[src/rtl/uart_tx_arbiter_if.sv]
// Requester/transmitter handshake bundle for the UART TX arbiter.
// The arbiter connects to the master modport and the requesters and UART to the slave modport.
interface uart_tx_arbiter_if #(parameter int NUM_REQ = 4);
  logic [NUM_REQ-1:0]      req_valid;
  logic [NUM_REQ-1:0][7:0] req_data;
  logic [NUM_REQ-1:0]      req_ready;
  logic                    tx_start;
  logic [7:0]              tx_data;
  logic                    tx_busy;

  modport master (
    input  req_valid, req_data, tx_busy,
    output req_ready, tx_start, tx_data
  );

  modport slave (
    output req_valid, req_data, tx_busy,
    input  req_ready, tx_start, tx_data
  );
endinterface

[src/rtl/uart_tx_arbiter.sv]
// Round-robin arbiter that feeds bytes from NUM_REQ requesters into a single UART transmitter.
// A busy-rise watchdog returns the arbiter to IDLE if the transmitter never acknowledges a start.
module uart_tx_arbiter #(
  parameter  int NUM_REQ      = 4,
  parameter  int BUSY_TIMEOUT = 16,
  localparam int GW           = $clog2(NUM_REQ)
) (
  input  logic              clk,
  input  logic              rst_n,
  uart_tx_arbiter_if.master bus,
  output logic [GW-1:0]     grant_id,
  output logic              active,
  output logic              timeout_err,
  output logic [15:0]       byte_count
);
  localparam int CW = $clog2(BUSY_TIMEOUT) + 1;

  localparam logic [1:0] IDLE      = 2'd0;
  localparam logic [1:0] START     = 2'd1;
  localparam logic [1:0] WAIT_BUSY = 2'd2;
  localparam logic [1:0] WAIT_DONE = 2'd3;

  logic [1:0]    state;
  logic [GW-1:0] last_grant;
  logic [CW-1:0] cnt;
  logic [GW-1:0] win;
  logic [GW-1:0] idx;
  logic          found;

  // Search starts one past the last grantee so every requester gets a turn.
  always_comb begin
    win   = '0;
    idx   = '0;
    found = 1'b0;
    for (int k = 1; k <= NUM_REQ; k++) begin
      idx = GW'((int'(last_grant) + k) % NUM_REQ);
      if (!found && bus.req_valid[idx]) begin
        found = 1'b1;
        win   = idx;
      end
    end
  end

  assign active = (state != IDLE);

  always_ff @(posedge clk or negedge rst_n) begin
    if (!rst_n) begin
      state         <= IDLE;
      bus.tx_start  <= 1'b0;
      bus.tx_data   <= 8'h00;
      bus.req_ready <= '0;
      grant_id      <= '0;
      last_grant    <= GW'(NUM_REQ - 1);
      cnt           <= '0;
      timeout_err   <= 1'b0;
      byte_count    <= 16'h0000;
    end else begin
      timeout_err <= 1'b0;
      case (state)
        IDLE: begin
          if (found && !bus.tx_busy) begin
            state         <= START;
            bus.tx_start  <= 1'b1;
            bus.tx_data   <= bus.req_data[win];
            bus.req_ready <= {{(NUM_REQ-1){1'b0}}, 1'b1} << win;
            grant_id      <= win;
            last_grant    <= win;
          end
        end
        START: begin
          bus.tx_start  <= 1'b0;
          bus.req_ready <= '0;
          cnt           <= '0;
          state         <= WAIT_BUSY;
        end
        WAIT_BUSY: begin
          // An acknowledge on the last allowed cycle still wins over the timeout.
          if (bus.tx_busy) begin
            state <= WAIT_DONE;
          end else if (cnt == CW'(BUSY_TIMEOUT - 1)) begin
            state       <= IDLE;
            timeout_err <= 1'b1;
          end else begin
            cnt <= cnt + 1'b1;
          end
        end
        WAIT_DONE: begin
          if (!bus.tx_busy) begin
            state      <= IDLE;
            byte_count <= byte_count + 16'd1;
          end
        end
        default: state <= IDLE;
      endcase
    end
  end
endmodule
[src/flat_wrapper.sv]
// flat-port wrapper written by rule: the top's interface ports become plain ports
module uart_tx_arbiter_flat 
#(
  parameter  int NUM_REQ      = 4,
  parameter  int BUSY_TIMEOUT = 16,
  localparam int GW           = $clog2(NUM_REQ)
)
  (clk, rst_n, grant_id, active, timeout_err, byte_count, bus_req_valid, bus_req_data, bus_tx_busy, bus_req_ready, bus_tx_start, bus_tx_data);
  uart_tx_arbiter_if #(.NUM_REQ(NUM_REQ)) bus_i ();
  input  logic clk;
  input  logic rst_n;
  output logic [GW-1:0] grant_id;
  output logic active;
  output logic timeout_err;
  output logic [15:0] byte_count;
  input wire logic [$bits(bus_i.req_valid)-1:0] bus_req_valid;
  input wire logic [$bits(bus_i.req_data)-1:0] bus_req_data;
  input wire logic [$bits(bus_i.tx_busy)-1:0] bus_tx_busy;
  output wire logic [$bits(bus_i.req_ready)-1:0] bus_req_ready;
  output wire logic [$bits(bus_i.tx_start)-1:0] bus_tx_start;
  output wire logic [$bits(bus_i.tx_data)-1:0] bus_tx_data;
  assign bus_i.req_valid = bus_req_valid;
  assign bus_i.req_data = bus_req_data;
  assign bus_i.tx_busy = bus_tx_busy;
  assign bus_req_ready = bus_i.req_ready;
  assign bus_tx_start = bus_i.tx_start;
  assign bus_tx_data = bus_i.tx_data;
  uart_tx_arbiter #(.NUM_REQ(NUM_REQ), .BUSY_TIMEOUT(BUSY_TIMEOUT)) u_core (.clk(clk), .rst_n(rst_n), .bus(bus_i), .grant_id(grant_id), .active(active), .timeout_err(timeout_err), .byte_count(byte_count));
endmodule
[config.mk]
export PLATFORM = sky130hd
export DESIGN_NAME = uart_tx_arbiter_flat
export DESIGN_NICKNAME = d
export VERILOG_FILES = /design/src/rtl/uart_tx_arbiter_if.sv /design/src/rtl/uart_tx_arbiter.sv /design/src/flat_wrapper.sv
export SDC_FILE = /design/constraint.sdc
export NUM_CORES = 1
export LEC_CHECK = 0
export BUFFER_PORTS_ARGS = -buffer_cell sky130_fd_sc_hd__buf_2
export CAP_MARGIN = 25
export CORE_UTILIZATION = 45
export CTS_CLUSTER_DIAMETER = 120
export DETAILED_ROUTE_END_ITERATION = 7
export GPL_TIMING_DRIVEN = 0
export PLACE_DENSITY = 0.77
export SYNTH_ARGS = -nofsm -noshare
export SYNTH_HDL_FRONTEND = slang
export SYNTH_SLANG_ARGS = --single-unit
[constraint.sdc]
create_clock -name clk -period 1.65 [get_ports clk]
set_input_delay 0.33 -clock clk [delete_from_list [all_inputs] [get_ports clk]]
set_output_delay 0.33 -clock clk [all_outputs]
set_load 0.02 [all_outputs]
==> out/qor.yml <==
power_and_ir_drop:
  power.density_nw_per_um2: 1540
  peakVddDrop_v: 0.000947
  p_leak_uw: 0.00147
logic_synthesis:
  ys_ff_latch: 41
  synth_edf_count: 0
  syn-cell-area_um2: 2090
  yosysWarnings: 0
  synth_cells: 191
  avgSynthCellArea_um2: 10.9
  ys.flop_type: "dfrtp_1"
  yosysSeqAreaShare_pct: 49.3
  async_reset_ff_share_pct: 100
  netlist-cell-type-count: 38
  synthesis.nets: 233
floorplan:
  core_um2: 4410
  start_util_pct: 47.3
  dieArea_um2: 4910
  pin_count: 72
  std_cell_rows: 24
  die_h_um: 70.1
  dieWidth_um: 70.1
flow_run:
  cap_violations: 0
critical_path:
  r2r-end: "u_core.bus.tx_data[4]$_DFFE_PN0P_"
  critPathMaxFanout: 4
  path_buf_inv: 2
  path_cells: "nor3b_1 -> a311oi_2 -> buf_6 -> clkbuf_16 -> mux2i_1 -> mux2i_1 -> mux2_2"
  r2r_start: "u_core.last_grant[0]$_DFFE_PN1P_"
  r2r_cells: 7
  cp_top_family: "flip-flops"
  slowest_stage: "dfstp_2"
  critPathMaxStageDelay_ps: 550
  cp_common_cell: "mux2i_1"
  startpoint_type: "flop"
  crit_type: "reg2reg"
  endpoint_kind: "flop"
  cp.required_ps: 1840
  cp.arrival_ps: 2010
  r2r_slack_ps: -170
outcome:
  status: "finished with violations"
  violations: "negative setup slack"
grt:
  antenna_found_initial: 0
  grt_pass1_vias: 1671
  grt_overflow: 0
  grt_pass1_wl_um: 7530
  grt_max_degree: 42
  grt_usage_pct: 19.4
detailed_routing:
  via_per_inst: 5.27
  drtIter0Drc: 111
  wl_met3_um: 275
  first_pass_iters: 4
  wl_um: 4650
  remaining_drc_errors: 0
  wl_per_cell_um: 14.1
  num_vias: 1739
  m1WireLength_um: 2080
  wl_met2_um: 2190
  ant_nets: 0
  top_layer: "met4"
cells_and_area:
  antenna_cells: 0
  drive_above_1_share_pct: 43.2
  layout_commonest_cell: "buf_2"
  multiInputGateArea_um2: 1080
  fill_cells: 372
  area_growth_pct: 35.1
  final_cell_mix: "buf_2 (71), dfrtp_1 (39), mux2i_1 (24)"
  seqCellArea_um2: 1030
  final-instance-count-excl-fill: 330
  nNetsFinal: 319
sta:
  final_max_slew_viol_count: 0
  finalSetupViolCount: 8
  hold_violations: 0
  slew_headroom_pct: 41.6
  post-route-period-util_pct: 110
  period_needed_ps: 1820
  clock_skew_ps: 6.68
  fmax_mhz: 550
  fin_ws_ps: -168
  rsz0062_at_grt: "yes"
  worst_pin_slew_ps: 876
clock_network:
  clock_latency_ps: 300
  cts_root_buffer: "clkbuf_8"
  clock_path_buffers: 2
  cts_tree: "yes"
  cts_sinks: 41
  cts_buffers: 5
  clkTransAtPathRegs_ps: 80
  cts-htree-levels: 2
  cts_hold_buf: 0
min_path:
  hold_class: "in2async"
place:
  place_ws_ps: -333
  dp_hpwl_um: 3140
  dp.cells: 314
  io_buffers: 71
  gp_congestion: 0.903
cells in the mapped netlist (2+ instances only):
master,number,area share [%]
mux2_2,9,4.9
nand2b_1,3,0.90
mux2i_1,24,12
clkbuf_1,2,0.36
xor2_1,4,1.7
nor3_1,4,0.96
a21oi_1,5,1.2
nand3_1,5,1.2
xnor2_1,11,4.6
a22o_1,2,0.84
a21o_1,2,0.72
nand2_1,19,3.4
o21ai_0,8,1.9
o22ai_1,5,1.5
and3_1,8,2.4
inv_1,6,1.1
ha_1,3,1.8
dfstp_2,2,2.5
nor2_1,8,1.4
dfrtp_1,39,47
buf_2,3,0.72
nand4_1,3,0.90
logic make-up after synthesis:
family | synth area share (%)
and+or+nand+nor | 13.7
DFF | 49.3
muxes | 16.4
AOI/OAI and AO/OA | 8.51
xor gates and xnor gates | 6.29
buffers and inverters | 4.02
adders and majority gates | 1.80
state kept, by name, summed over array words and instances, names as in the netlist:
name / cells
u_core.grant_id: 2
u_core.last_grant: 2
u_core.bus.tx_start: 1
u_core.cnt: 5
u_core.timeout_err: 1
u_core.bus.req_ready: 4
u_core.state: 2
u_core.bus.tx_data: 8
u_core.byte_count: 16
power breakdown:
group          switching (µW)  internal [µW]
clock network             342            291
registers                 210           1320
logic                    1140           1050
worst max path at each step:
stage / slack (ps) / to / cells past startpoint / start
detailed placement: -330 / u_core.bus.tx_data[0]$_DFFE_PN0P_ / 8 / bus_req_valid[1]
CTS: -150 / u_core.bus.tx_data[0]$_DFFE_PN0P_ / 7 / u_core.last_grant[0]$_DFFE_PN1P_
global route: -260 / u_core.bus.tx_data[2]$_DFFE_PN0P_ / 7 / u_core.last_grant[0]$_DFFE_PN1P_
finish: -170 / u_core.bus.tx_data[4]$_DFFE_PN0P_ / 7 / u_core.last_grant[0]$_DFFE_PN1P_
global placement: -290 / u_core.bus.tx_data[4]$_DFFE_PN0P_ / 8 / bus_req_valid[1]
floorplan: -80 / u_core.bus.tx_data[0]$_DFFE_PN0P_ / 7 / u_core.last_grant[1]$_DFFE_PN1P_
through the flow:
step                util [%]  total power (µW)  hold slack [ps]  TNS [ps]  instance area (µm²)
floorplan                  -              2810             34.4      -670                 2100
global placement        57.0              3310              456     -2720                 2520
detailed placement      57.0              3350              471     -3000                 2520
CTS                     60.9              4150              181     -1050                 2690
global route            63.9              4620              228     -2120                 2820
finish                  63.9              4350              144     -1180                 2820
per-layer routing:
| metal | up-vias | track usage, % |
|---|---|---|
| li1 | 844 | - |
| met3 | 9 | 4.33 |
| met2 | 56 | 30.6 |
| met5 | - | 0 |
| met1 | 830 | 25.5 |
| met4 | 0 | 8.89 |
what timing repair did:
action | CTS | global route
resized for setup | 8 | 25
gates cloned | 0 | 1
pin swaps | 2 | 7
endpoints found under the setup margin | 19 | 30
setup buffers | 6 | 3
final cells by class:
cell class	count	area share [%]
Tap cell	52	2.31
Clock buffer	5	2.44
Timing Repair Buffer	80	16.5
Buffer	7	2.35
Multi-Input combinational cell	135	38.4
Sequential cell	41	36.5
Clock inverter	3	0.621
Inverter	7	0.932
No activity file was read; power rests on OpenSTA's default activity.
